`src/rtl/key_pwm_ctrl.sv`:
```
// Per-key PWM solenoid driver: serial (key, velocity) commands set double-buffered duties that drive
// active-low outputs from one shared phase counter. Define KEY_HOLD_REDUCE_EN to enable hold-duty reduction.
module key_pwm_ctrl #(
    parameter int NUM_KEYS     = 12,
    parameter int KEY_BITS     = 7,
    parameter int VEL_BITS     = 7,
    parameter int SYNC_STAGES  = 2,
    parameter int HOLD_PERIODS = 64,
    parameter int HOLD_DUTY    = 32
) (
    input  logic                clk,
    input  logic                rst_n,
    input  logic                sr_clk,
    input  logic                sr_d,
    input  logic                sr_latch,
    output logic [NUM_KEYS-1:0] out,
    output logic                cmd_err,
    output logic [3:0]          leds
);

    localparam int SR_BITS = KEY_BITS + VEL_BITS;
    localparam logic [VEL_BITS-1:0] PHASE_LAST = VEL_BITS'((2 ** VEL_BITS) - 2);
    localparam logic [KEY_BITS:0]   KEY_LIMIT  = (KEY_BITS + 1)'(NUM_KEYS);

    if (SYNC_STAGES < 2 || HOLD_PERIODS < 1 || HOLD_DUTY >= (2 ** VEL_BITS) - 1) begin : g_param_check
        $error("key_pwm_ctrl: invalid parameter set");
    end

    // Host link synchronisers; edges are taken from the last two stages of each chain.
    logic [SYNC_STAGES-1:0] clk_sync_reg;
    logic [SYNC_STAGES-1:0] d_sync_reg;
    logic [SYNC_STAGES-1:0] latch_sync_reg;

    always_ff @(posedge clk or negedge rst_n) begin
        if (!rst_n) begin
            clk_sync_reg   <= '0;
            d_sync_reg     <= '0;
            latch_sync_reg <= '0;
        end else begin
            clk_sync_reg   <= {clk_sync_reg[SYNC_STAGES-2:0], sr_clk};
            d_sync_reg     <= {d_sync_reg[SYNC_STAGES-2:0], sr_d};
            latch_sync_reg <= {latch_sync_reg[SYNC_STAGES-2:0], sr_latch};
        end
    end

    logic sr_clk_rise;
    logic latch_rise;
    logic d_synced;
    logic latch_synced;

    assign sr_clk_rise  = clk_sync_reg[SYNC_STAGES-2] & ~clk_sync_reg[SYNC_STAGES-1];
    assign latch_rise   = latch_sync_reg[SYNC_STAGES-2] & ~latch_sync_reg[SYNC_STAGES-1];
    assign d_synced     = d_sync_reg[SYNC_STAGES-1];
    assign latch_synced = latch_sync_reg[SYNC_STAGES-1];

    logic [SR_BITS-1:0] sr_reg;

    always_ff @(posedge clk or negedge rst_n) begin
        if (!rst_n) begin
            sr_reg <= '0;
        end else if (sr_clk_rise) begin
            sr_reg <= {sr_reg[SR_BITS-2:0], d_synced};
        end
    end

    logic [KEY_BITS-1:0] cmd_key;
    logic [VEL_BITS-1:0] cmd_vel;
    logic                key_valid;
    logic                wr_en;

    assign cmd_key   = sr_reg[SR_BITS-1 -: KEY_BITS];
    assign cmd_vel   = sr_reg[VEL_BITS-1:0];
    assign key_valid = {1'b0, cmd_key} < KEY_LIMIT;
    assign wr_en     = latch_rise & key_valid;

    logic                cmd_err_reg;
    logic [VEL_BITS-1:0] phase_reg;
    logic                boundary;
    logic                tgl_reg;

    assign boundary = (phase_reg == PHASE_LAST);

    always_ff @(posedge clk or negedge rst_n) begin
        if (!rst_n) begin
            cmd_err_reg <= 1'b0;
            phase_reg   <= '0;
            tgl_reg     <= 1'b0;
        end else begin
            cmd_err_reg <= latch_rise & ~key_valid;
            if (boundary) begin
                phase_reg <= '0;
                tgl_reg   <= ~tgl_reg;
            end else begin
                phase_reg <= phase_reg + VEL_BITS'(1);
            end
        end
    end

`ifdef KEY_HOLD_REDUCE_EN
    localparam int HC_W = $clog2(HOLD_PERIODS + 1);
    localparam logic [HC_W-1:0]     HOLD_MAX    = HC_W'(HOLD_PERIODS);
    localparam logic [HC_W-1:0]     HOLD_PRE    = HC_W'(HOLD_PERIODS - 1);
    localparam logic [VEL_BITS-1:0] HOLD_DUTY_V = VEL_BITS'(HOLD_DUTY);
`endif

    logic [NUM_KEYS-1:0] out_reg;

    for (genvar gi = 0; gi < NUM_KEYS; gi++) begin : g_key
        logic                wr_hit;
        logic [VEL_BITS-1:0] shadow_reg;
        logic [VEL_BITS-1:0] shadow_fwd;
        logic [VEL_BITS-1:0] active_reg;
        logic [VEL_BITS-1:0] active_next;
        logic                drive_reg;

        assign wr_hit     = wr_en && (cmd_key == KEY_BITS'(gi));
        // A write landing in the boundary cycle bypasses the shadow so it is not a period late.
        assign shadow_fwd = wr_hit ? cmd_vel : shadow_reg;

`ifdef KEY_HOLD_REDUCE_EN
        logic [HC_W-1:0] hold_cnt_reg;
        logic            cnt_inc;
        logic            reduce;

        assign cnt_inc     = boundary && (active_reg > HOLD_DUTY_V) && (hold_cnt_reg != HOLD_MAX);
        // Drop to the hold duty on the same boundary the count reaches the limit; a fresh command overrides.
        assign reduce      = !wr_hit && ((hold_cnt_reg == HOLD_MAX) || (cnt_inc && hold_cnt_reg == HOLD_PRE));
        assign active_next = reduce ? HOLD_DUTY_V : shadow_fwd;

        always_ff @(posedge clk or negedge rst_n) begin
            if (!rst_n) begin
                hold_cnt_reg <= '0;
            end else if (wr_hit) begin
                hold_cnt_reg <= '0;
            end else if (cnt_inc) begin
                hold_cnt_reg <= hold_cnt_reg + HC_W'(1);
            end
        end
`else
        assign active_next = shadow_fwd;
`endif

        always_ff @(posedge clk or negedge rst_n) begin
            if (!rst_n) begin
                shadow_reg <= '0;
                active_reg <= '0;
                drive_reg  <= 1'b1;
            end else begin
                if (wr_hit) begin
                    shadow_reg <= cmd_vel;
                end
                if (boundary) begin
                    active_reg <= active_next;
                end
                drive_reg <= ~(phase_reg < active_reg);
            end
        end

        assign out_reg[gi] = drive_reg;
    end

    logic any_on_reg;

    always_ff @(posedge clk or negedge rst_n) begin
        if (!rst_n) begin
            any_on_reg <= 1'b0;
        end else begin
            any_on_reg <= ~&out_reg;
        end
    end

    assign out     = out_reg;
    assign cmd_err = cmd_err_reg;
    assign leds    = {tgl_reg, latch_synced, d_synced, any_on_reg};

endmodule

```
`config.mk`:
```
export PLATFORM = sky130hd
export DESIGN_NAME = key_pwm_ctrl
export DESIGN_NICKNAME = d
export VERILOG_FILES = /design/src/rtl/key_pwm_ctrl.sv
export SDC_FILE = /design/constraint.sdc
export NUM_CORES = 1
export LEC_CHECK = 0
export BUFFER_PORTS_ARGS = -buffer_cell sky130_fd_sc_hd__buf_2
export CAP_MARGIN = 20
export CELL_PAD_IN_SITES_DETAIL_PLACEMENT = 1
export CELL_PAD_IN_SITES_GLOBAL_PLACEMENT = 1
export CORE_ASPECT_RATIO = 0.7
export CORE_UTILIZATION = 44
export CTS_BUF_LIST = sky130_fd_sc_hd__clkbuf_8
export CTS_CLUSTER_DIAMETER = 120
export DETAILED_ROUTE_END_ITERATION = 6
export PLACE_DENSITY_LB_ADDON = 0.12
export SETUP_SLACK_MARGIN = 0.5
export SYNTH_ARGS = -nofsm -noshare
export SYNTH_HDL_FRONTEND = slang
export SYNTH_SLANG_ARGS = --single-unit
export TNS_END_PERCENT = 20
```
`constraint.sdc`:
```
create_clock -name clk -period 2.1 [get_ports clk]
set_input_delay 0.21 -clock clk [delete_from_list [all_inputs] [get_ports clk]]
set_output_delay 0.21 -clock clk [all_outputs]
set_load 0.05 [all_outputs]
```
; ---- Word-level counts from Yosys, hierarchy flattened
; Index checks and enable logic that the tools add are counted.
; W data, S select, Z words.
[word_totals]
register_bits = 210
inputBits = 5
output_inout_bits = 17
wordCells = 118
[op_classes]
addsub = 1
n_lt_le_gt_ge = 13
eq_ne = 12
mux = 13
bitwise_logic = 20
reduce_logical = 15
[op_table]
columns = op, count
row1 = $mux W7, 13
row2 = $lt A7 B7 Y1, 12
row3 = $eq A7 B3 Y1 const B, 4
row4 = $eq A7 B4 Y1 const B, 4
row5 = $not A1 Y1, 16
row6 = $eq A7 B2 Y1 const B, 2
row7 = $logic_and A1 B1 Y1, 12
row8 = $reduce_and A12 Y1, 1
row9 = $add A7 B1 Y7 const B, 1
row10 = $eq A7 B1 Y1 const B, 1
row11 = $eq A7 B7 Y1 const B, 1
row12 = $logic_not A7 Y1, 1
row13 = $lt A7 B4 Y1 const B, 1
row14 = $and A1 B1 Y1, 4
row15 = $logic_not A1 Y1, 1

; ---- Logic depth before layout (Yosys ltp)
; Gate-level depths: netlist (run 1).
[logic_depth]
depth_word = 5
mapped_depth = 7

; ---- Worst setup path before layout (run 1)
; OpenSTA, ideal clock, no wires.
[synth_path]
path_type = flip-flop to flip-flop
from = register phase_reg[2]
to = register g_key[10].active_reg[6]
t_arrival_ns = 1.852
setup_slack_ns = 0.124
stages_incl_launch_ff = 6
path_buffers = 2
path_cell_list = dfrtp_1 and4_1 and3_1 clkbuf_1 buf_2 mux2_2
[synth_between]
elab_chain_len = 1
[synth_lines]
columns = element, line
row1 = start: declaration, 77  ; logic [VEL_BITS-1:0] phase_reg;
row2 = start signal: assignment, 94  ; phase_reg <= phase_reg + VEL_BITS'(1);
row3 = $eq A7 B7 Y1, 81  ; assign boundary = (phase_reg == PHASE_LAST);
row4 = end signal: assignment, 153  ; active_reg <= active_next;
row5 = end: declaration, 112  ; logic [VEL_BITS-1:0] active_reg;
; Every way passes these cells.
; A chain may end at the register's enable or synchronous reset.

; ---- Final worst setup path (run 1)
[layout_path]
from = register sr_reg[10]
to = register g_key[3].active_reg[4]
[layout_between]
elab_chain_len = 4
[layout_lines]
columns = element, line
row1 = start: declaration, 56  ; logic [SR_BITS-1:0] sr_reg;
row2 = start signal: assignment, 62  ; sr_reg <= {sr_reg[SR_BITS-2:0], d_synced};
row3 = $lt A7 B4 Y1, 73  ; assign key_valid = {1'b0, cmd_key} < KEY_LIMIT;
row4 = $and A1 B1 Y1, 74  ; assign wr_en = latch_rise & key_valid;
row5 = $logic_and A1 B1 Y1 (*), 116  ; assign wr_hit = wr_en && (cmd_key == KEY_BITS'(gi));
row6 = $mux W7 (*), -
row7 = via g_key[3].active_next[4], 113  ; logic [VEL_BITS-1:0] active_next;
row8 = end signal: assignment, 153
row9 = end: declaration, 112
; The timed path passes the listed nets; every way through them passes the cells marked *.

==> results of run 1 <==
==> through the flow <==
| stage | hold slack (ps) | setup WS, ps |
|---|---|---|
| after CTS | 206 | 242 |
| after global routing | 252 | 153 |
| after global placement | 207 | 145 |
| after floorplan | -85.6 | 315 |
| final | 219 | 207 |
| after detailed placement | 213 | 59.5 |
==> cell usage after synthesis (all sizes together), types with 2 or more instances <==
cell    number
dfstp       12
dfrtp      198
ha          74
a21oi       25
nor2b       13
nand4        6
nand2       27
mux2       182
nor2         7
buf         27
and2b        2
and3         2
and4bb       2
xor2         4
o21ai       26
nand3       12
a21o        12
inv         73
clkbuf      14
a31oi       12
==> path summary, 6_finish.rpt <==
path | depth (start not counted) | from | slack [ps] | end
max | 5 | sr_reg[10]$_DFFE_PN0P_ | 210 | g_key[3].active_reg[4]$_DFFE_PN0N_
min | 2 | rst_n | 220 | g_key[11].shadow_reg[3]$_DFF_PN0_
max reg2reg | 5 | sr_reg[10]$_DFFE_PN0P_ | 210 | g_key[3].active_reg[4]$_DFFE_PN0N_
min reg2reg | 0 | d_sync_reg[0]$_DFF_PN0_ | 360 | d_sync_reg[1]$_DFF_PN0_
max in group asynchronous | 3 | rst_n | 1140 | g_key[3].drive_reg$_DFF_PN1_
min in group clk | 2 | sr_clk | 340 | clk_sync_reg[0]$_DFF_PN0_
==> power groups by stage <==
stage               Combinational [mW]  Clock, mW  Sequential (mW)
floorplan                         1.17          0             4.94
global placement                  1.29          0             5.37
detailed placement                1.37          0             5.41
CTS                               1.48       4.03             5.36
global route                      1.64       4.19             5.45
finish                            1.50       3.90             5.36
==> what timing repair did <==
item,4_1_cts,5_1_grt
pin swaps,4,2
endpoints found under the setup margin,149,134
cloned,0,0
hold endpoints to repair,53,0
hold buffers,4,0
gates resized for setup,16,15
buffers inserted,7,4
==> area by class of cell <==
| cell class | instances | area, sq um |
|---|---|---|
| inverter | 73 | 274 |
| fill | 2183 | 10500 |
| antenna | 1 | 2.50 |
| multi-input combinational | 412 | 4100 |
| clock buffer | 50 | 688 |
| clock inverter | 15 | 85.1 |
| tap | 282 | 353 |
| timing repair buffer | 56 | 489 |
| sequential | 210 | 5280 |
==> routing by layer <==
layer  vias to the layer above  wire (um)
li1                       2630          -
met1                      3003      11000
met2                        63      11000
met3                        36        624
met4                         0        423
met5                         -          0
==> cell families (layout without fill, tap and decap cells) <==
family,after synthesis,count (layout),synth area share (%)
other,0,1,0
multiplexers,182,182,21.1
AO/OA/AOI/OAI,75,75,4.31
XOR/XNOR,5,5,0.449
adder cells (fa/ha/maj),74,74,9.49
buffers and inverters,114,194,5.28
AND/OR/NAND/NOR,76,76,5.36
flip-flops,210,210,54.0
==> metrics, run 1 <==
critical path's slowest cell=dfrtp_2; CTS tree=built; final number of setup-violating endpoints=0; Clock transition at path regs=70 ps; hpwl dp=about 15000 um; initial antenna violation count=1; RSZ-0062 raised after global routing=yes; Detailed Route WL=23100 um; synth warn=0; Total Nets Final=a little under 900; Static Leak=5.38 nW; met2 usage in global routing=between 30% and 40%; post-synthesis instance total=roughly 740; largest net degree at the start of global routing=59; die area=about 0.023 sq mm; global route overflow=0; CP bufs+invs=1; min Tclk post-route=~1900 ps; Area growth syn-to-layout=15.6%; clock buffer count from CTS=37; Required @ worst endpoint=approximately 2500 ps; row cnt=45; status=finished with violations; synthesized flop and latch total=210; most frequent cells in the layout=187 x dfrtp_1, 175 x mux2_2, 85 x inv_1; critical path endpoint category=flop; Root Buffer Master=clkbuf_8; Die Span Y=127 um; failing checks=DRC; Setup CP Type=reg -> reg; chip width=180 um; DP Area=just over 0.01 sq mm; met3 usage=between 3 and 4%; Via density=5.22; Core Region=roughly 0.022 sq mm; P_int=between 7 and 8 mW; Final Hold Fails=0; Placed Cells=1018; ys flop type=dfrtp_1; post-detailed-route count of antenna-violating nets=0; relative slew slack=a little over a third; most common cell after layout, fill and taps aside=dfrtp_1; number of global-route vias before repair=6521; CP most frequent cell=mux2_2; Worst Hold Class=in -> async; # clock sinks=210; H-Tree Depth=2; Sw Pwr=3.06 mW; Initial Util=between 40% and 50%; clock group share of total power=36.2%; maximum fanout along the worst path=7; peak supply drop=between 400 and 500 uV; post-synth top area cell=dfrtp_1; Worst Clk Skew=25.5 ps; total power=10.8 mW; Layout Cells excl Fill=between 1000 and 1500; switching part of the total=28.4%; max-cap violation count=0; fraction of layout cells with a size suffix above 1=approximately two fifths; routability cong.=approximately 0.74; top cells by area, synth=dfrtp_1 51%, mux2_2 21%, ha_1 9.5%; Worst Max-Slew Pin Slew=971 ps; cell area after layout=~0.011 sq mm; critical path arrival=approximately 2300 ps; ys async rst share=100%; wire per inst=21.0 um; Clock Latency Late Sink=530 ps; final worst path period share=about nine tenths; DRC Markers=8; Seq pwr share=roughly half; setup TNS=0 ps; drt initial violations=190; drt pass-1 iters=6; number of enable flip-flop cells after synthesis=0; fmax=roughly 530 MHz; Pwr Density=~950 mW/mm^2; Tot GR Track Use=21.6%; Crit path largest cell delay=450 ps; GR peak layer=met2; Yosys cell types=33; Critical Path Start Type=flop; met1 Use GR=approximately 29%; Yosys top cell area share=around 51%; post-synthesis net count=slightly above 800; # IOs=22; final core utilization=51.9%; combinational group share of total power=between 10 and 15%; vias post-DR=5732; Slew Viols, Final=0; cell family with most CP delay=multiplexers; first-pass GRT wire length=approximately 37000 um; worst-path cell chain=nor4b_4 > buf_6 > nand4_4 > mux2_2 > mux2_2; Cell Area, Synth=roughly 0.0098 sq mm; mean post-synth cell area=13.3 sq um; clock tree buffer depth=3; PortBufs=21; sequential share of the synthesized area=54.0%
Power figures use the tool's default switching activity.
==> inputs of run 2 (changes only) <==
- clock period: 2.1 -> 2.45 ns (I/O delays scaled with it)
==> run 2 against run 1 <==
Net effect: the flow still finishes with violations (DRC); critical path depth stayed put; total power is 19% lower; worst setup slack better by 310 ps; fmax is 2.3% lower; non-clock buffer count is 6 lower; clock skew is 15 ps lower; critical endpoint is now g_key[3].active_reg[3]$_DFFE_PN0N_; count of clock-buffer cells in the layout is 5 lower; sequential share of layout area is 0.91 points higher.
==> metrics, run 2 (synthesis results as in run 1) <==
status=finished with violations; failing checks=DRC; # fillers=2165 (-0.82%); Worst Hold Class=in -> async; fraction of layout cells with a size suffix above 1=37.9% (-3.1 points); # clock sinks=210 (unchanged); first-pass GRT wire length=36600 um (-1.5%); wire per inst=20.9 um (-0.74%); Total Nets Final=861 (-0.92%); drt pass-1 iters=6 (unchanged); CP bufs+invs=1 (unchanged); initial antenna violation count=3 (+2); cell area after layout=0.0110 sq mm (-2.1%); vias post-DR=5752 (+0.35%); Die Span Y=127 um (unchanged); H-Tree Depth=2 (unchanged); Pwr Density=794 mW/mm^2 (-17%); clock tree buffer depth=3 (unchanged); row cnt=45 (unchanged); total power=8.76 mW (-19%); critical path's slowest cell=dfrtp_1; CTS tree=built; # IOs=22 (unchanged); maximum fanout along the worst path=7 (unchanged); min Tclk post-route=1940 ps (+44.6 ps); max-cap violation count=0 (unchanged); routability cong.=0.729 (-1.5%); DP Area=0.0102 sq mm (-0.62%); Root Buffer Master=clkbuf_8; largest net degree at the start of global routing=80 (+36%); fmax=516 MHz (-2.3%); die area=0.0228 sq mm (unchanged); critical path arrival=2330 ps (+40 ps); PortBufs=21 (unchanged); peak supply drop=533 uV (+6.7%); RSZ-0062 raised after global routing=yes; relative slew slack=40.4% (+5.1 points); critical path endpoint category=flop; Detailed Route WL=22800 um (-1.4%); Core Region=0.0217 sq mm (unchanged); cell family with most CP delay=multiplexers; most common cell after layout, fill and taps aside=dfrtp_1; Setup WS pre-CTS=401 ps (+341 ps); final worst slack=512 ps (+305 ps); global route overflow=0 (unchanged); Slew Viols, Final=0 (unchanged); setup TNS=0 ps (unchanged); drt initial violations=217 (+14%); Final Hold Fails=0 (unchanged); chip width=180 um (unchanged); final worst path period share=79.1% (-11 points); Worst Max-Slew Pin Slew=894 ps (-77.0 ps); Critical Path Start Type=flop; hpwl dp=14300 um (-3.7%); Worst Clk Skew=10.2 ps (-15.3 ps); worst-path cell chain=nor4b_4 > buf_4 > nand4_4 > mux2_2 > mux2_2; clock buffer count from CTS=35 (-5.4%); Static Leak=5.31 nW (-1.3%); Clock Latency Late Sink=510 ps (-20 ps); number of global-route vias before repair=6495 (-0.40%); hold slack=349 ps (+130 ps); Via density=5.27 (+0.99%); Clock transition at path regs=70 ps (about the same); Setup CP Type=reg -> reg; DRC Markers=4 (-4); post-detailed-route count of antenna-violating nets=0 (unchanged); Crit path largest cell delay=460 ps (about the same); Required @ worst endpoint=2840 ps (+350 ps); Area growth syn-to-layout=13.1%; Tot GR Track Use=21.1% (-0.48 points); most frequent cells in the layout=196 x dfrtp_1, 180 x mux2_2, 91 x inv_1; Initial Util=44.9% (unchanged); CP most frequent cell=mux2_2; final number of setup-violating endpoints=0 (unchanged)
-- run 2: cell count changes in the layout (fill, tap and decap cells not counted), sizes merged --
cell and delta:
diode +1, bufinv -1, inv +6, clkinv -2, buf -7, clkbuf -4
-- run 2: area by class of cell --
type                       instances  area [sq um]  area share, %
inverter                          73           274           2.48
sequential                       210          5270           47.8
tap                              282           353           3.20
multi-input combinational        412          4020           36.4
clock inverter                    18          67.6          0.612
timing repair buffer              50           424           3.84
clock buffer                      45           619           5.61
antenna                            2          5.00         0.0454
-- run 2: metal layers --
metal | track usage [%] | up-vias | routed length (um)
met5 | 0 | - | 0
met4 | 5.63 | 0 | 388
met3 | 3.99 | 32 | 814
met2 | 34.8 | 79 | 10800
met1 | 28.8 | 3021 | 10800
li1 | - | 2620 | -
-- run 2: timing repair --
action | in CTS | in global routing
buffers inserted | 2 | 4
setup endpoints to repair | 59 | 79
hold endpoints to repair | 69 | 0
resized for setup | 3 | 8
cloned | 0 | 1
pin swaps | 1 | 0
hold buffers | 4 | 0
-- run 2: where the power goes --
part	switching (mW)	internal (mW)
clock network	1.38	1.64
logic	0.586	0.594
registers	0.542	4.01
total	2.51	6.25
-- run 2: worst paths after layout --
path / startpoint / end / slack, ps / cells after the start
min reg2reg: d_sync_reg[0]$_DFF_PN0_ / d_sync_reg[1]$_DFF_PN0_ / 370 / 0
min: rst_n / g_key[8].active_reg[5]$_DFFE_PN0N_ / 350 / 2
max reg2reg: sr_reg[9]$_DFFE_PN0P_ / g_key[3].active_reg[3]$_DFFE_PN0N_ / 510 / 5
max: sr_reg[9]$_DFFE_PN0P_ / g_key[3].active_reg[3]$_DFFE_PN0N_ / 510 / 5
max in group asynchronous: rst_n / g_key[4].drive_reg$_DFF_PN1_ / 1360 / 3
min in group clk: d_sync_reg[0]$_DFF_PN0_ / d_sync_reg[1]$_DFF_PN0_ / 370 / 0
-- run 2: stage by stage --
step                std cells  util (%)
floorplan                 736         -
detailed placement       1016      46.8
global route             1090      50.8
finish                   1092      50.8
global placement         1016      46.8
CTS                      1085      50.3
==> inputs of run 3 (changes only) <==
- clock period: 2.45 -> 2 ns (I/O delays scaled with it)
==> run 3 against run 2 <==
Net effect: the run still ends with DRC left; non-clock buffer count up 14; register-to-register slack worse by 380 ps; worst setup slack got worse by 380 ps; critical path depth unchanged; count of clock-buffer cells in the layout shrank 4; final cell count rose by 1.0%; core utilization rose by 0.78 points; worst hold slack lost 98 ps; die area unchanged; total power is 25% higher; final area grew 1.5%; critical path type unchanged; critical endpoint is now g_key[11].active_reg[3]$_DFFE_PN0N_; largest cell class unchanged; highest routed layer unchanged.
==> metrics, run 3 (synthesis results as in run 1) <==
# clock sinks=210 (unchanged); post-detailed-route count of antenna-violating nets=0 (unchanged); Crit path largest cell delay=450 ps (about the same); Static Leak=5.37 nW (+1.2%); Placed Cells=1024 (+0.79%); cell family with most CP delay=multiplexers; final worst path period share=93.3% (+14 points); most common cell after layout, fill and taps aside=dfrtp_1; Seq pwr share=51.0% (-1.0 points); CP bufs+invs=1 (unchanged); R2R Path Start=sr_reg[9]$_DFFE_PN0P_; number of global-route vias before repair=6620 (+1.9%); RSZ-0062 raised after global routing=yes; Final Hold Fails=0 (unchanged); fmax=536 MHz (+3.8%); # IOs=22 (unchanged); clock buffer count from CTS=36 (+2.9%); critical path's slowest cell=dfrtp_2; row cnt=45 (unchanged); Sw Pwr=3.20 mW (+27%); final number of setup-violating endpoints=0 (unchanged); # diodes=0 (-2); routability cong.=0.713 (-2.2%); Total Nets Final=876 (+1.7%); r2r worst-path depth=5 (unchanged); first-pass GRT wire length=37800 um (+3.3%); Worst Hold Class=in -> async; largest net degree at the start of global routing=60 (-25%); DRC Markers=4 (unchanged); most frequent cells in the layout=187 x dfrtp_1, 177 x mux2_2, 90 x inv_1; status=finished with violations; peak supply drop=423 uV (-21%); PortBufs=21 (unchanged); R2R Setup Slk=130 ps (-380 ps); Initial Util=44.9% (unchanged); Clock transition at path regs=60 ps (about the same); vias post-DR=5789 (+0.64%); chip width=180 um (unchanged); worst-path cell chain=and4bb_2 > buf_4 > nand4_4 > mux2_2 > mux2_2; Detailed Route WL=23000 um (+1.1%); final worst slack=134 ps (-378 ps); Root Buffer Master=clkbuf_8; hpwl dp=15100 um (+5.8%); total power=10.9 mW (+25%); failing checks=DRC; critical path arrival=2250 ps (-80 ps); critical path endpoint category=flop; Layout Cells excl Fill=1103 (+1.0%); Critical Path Start Type=flop; die area=0.0228 sq mm (unchanged); RR Endpoint=g_key[11].active_reg[3]$_DFFE_PN0N_; Worst Clk Skew=17.4 ps (+7.18 ps); P_int=7.73 mW (+24%); maximum fanout along the worst path=7 (unchanged); Slew Viols, Final=0 (unchanged); Setup WS pre-CTS=4.93 ps (-396 ps); wire per inst=20.9 um (+0.10%); Tot GR Track Use=21.8% (+0.63 points); CTS tree=built; Via density=5.25 (-0.36%); Pwr Density=975 mW/mm^2 (+23%); Clock Latency Late Sink=520 ps (about the same); H-Tree Depth=2 (unchanged); initial antenna violation count=0 (-3); Die Span Y=127 um (unchanged); Worst Max-Slew Pin Slew=793 ps (-100 ps); switching part of the total=29.3% (+0.61 points); combinational group share of total power=16.3% (+2.8 points); setup TNS=0 ps (unchanged); Setup CP Type=reg -> reg; CP most frequent cell=mux2_2; Area growth syn-to-layout=14.9%; # fillers=2180 (+0.69%); clock tree buffer depth=3 (unchanged); Required @ worst endpoint=2390 ps (-450 ps); Core Region=0.0217 sq mm (unchanged); clock group share of total power=32.8% (-1.7 points); fraction of layout cells with a size suffix above 1=40.2% (+2.3 points); min Tclk post-route=1870 ps (-71.6 ps); global route overflow=0 (unchanged); drt initial violations=236 (+8.8%); drt pass-1 iters=7 (+1); max-cap violation count=0 (unchanged); relative slew slack=47.1% (+6.7 points)
run 3: repair_timing:
item / CTS / global route
resized for setup: 15 / 8
pin swaps: 3 / 2
cloned: 1 / 0
hold endpoints to repair: 56 / 0
buffers inserted: 10 / 2
setup endpoints to repair: 199 / 196
hold buffers: 4 / 0
run 3: how the worst max path moves through the flow:
stage | startpoint | endpoint | cells after the start
6_report | sr_reg[9]$_DFFE_PN0P_ | g_key[11].active_reg[3]$_DFFE_PN0N_ | 5
5_1_grt | sr_reg[9]$_DFFE_PN0P_ | g_key[11].active_reg[5]$_DFFE_PN0N_ | 5
4_1_cts | latch_sync_reg[0]$_DFF_PN0_ | g_key[8].active_reg[0]$_DFFE_PN0N_ | 5
3_5_place_dp | sr_reg[10]$_DFFE_PN0P_ | g_key[3].active_reg[4]$_DFFE_PN0N_ | 4
3_3_place_gp | latch_sync_reg[1]$_DFF_PN0_ | g_key[3].active_reg[3]$_DFFE_PN0N_ | 4
2_1_floorplan | sr_reg[10]$_DFFE_PN0P_ | g_key[7].active_reg[0]$_DFFE_PN0N_ | 5
run 3: final cells by class:
cell class / count / area (sq um) / share of cell area [%]
Multi-Input combinational cell: 412 / 4060 / 36.2
Sequential cell: 210 / 5280 / 47.2
Clock buffer: 41 / 564 / 5.04
Timing Repair Buffer: 64 / 587 / 5.24
Clock inverter: 21 / 88.8 / 0.793
Tap cell: 282 / 353 / 3.15
Inverter: 73 / 274 / 2.45
run 3: stage by stage:
step                cell area, sq um  hold WS [ps]  util (%)
global route                   11200           293      51.6
detailed placement             10300           243      47.4
global placement               10300           229      47.4
CTS                            11200           253      51.4
finish                         11200           251      51.6
floorplan                       9820         -95.6         -
run 3: layer usage:
metal | global-route usage (%) | share of wire, % | vias to the layer above
met5 | 0 | 0 | -
met4 | 6.29 | 1.9 | 0
met3 | 3.45 | 2.5 | 39
met2 | 36.7 | 48 | 75
met1 | 29.2 | 48 | 3028
li1 | - | - | 2647
run 3: power by group through the flow:
stage / sequential (mW) / clock (mW) / combinational (mW)
2_1_floorplan: 5.19 / 0 / 1.23
3_3_place_gp: 5.58 / 0 / 1.38
3_5_place_dp: 5.63 / 0 / 1.49
4_1_cts: 5.58 / 3.71 / 1.74
5_1_grt: 5.67 / 3.91 / 1.93
6_report: 5.57 / 3.58 / 1.78
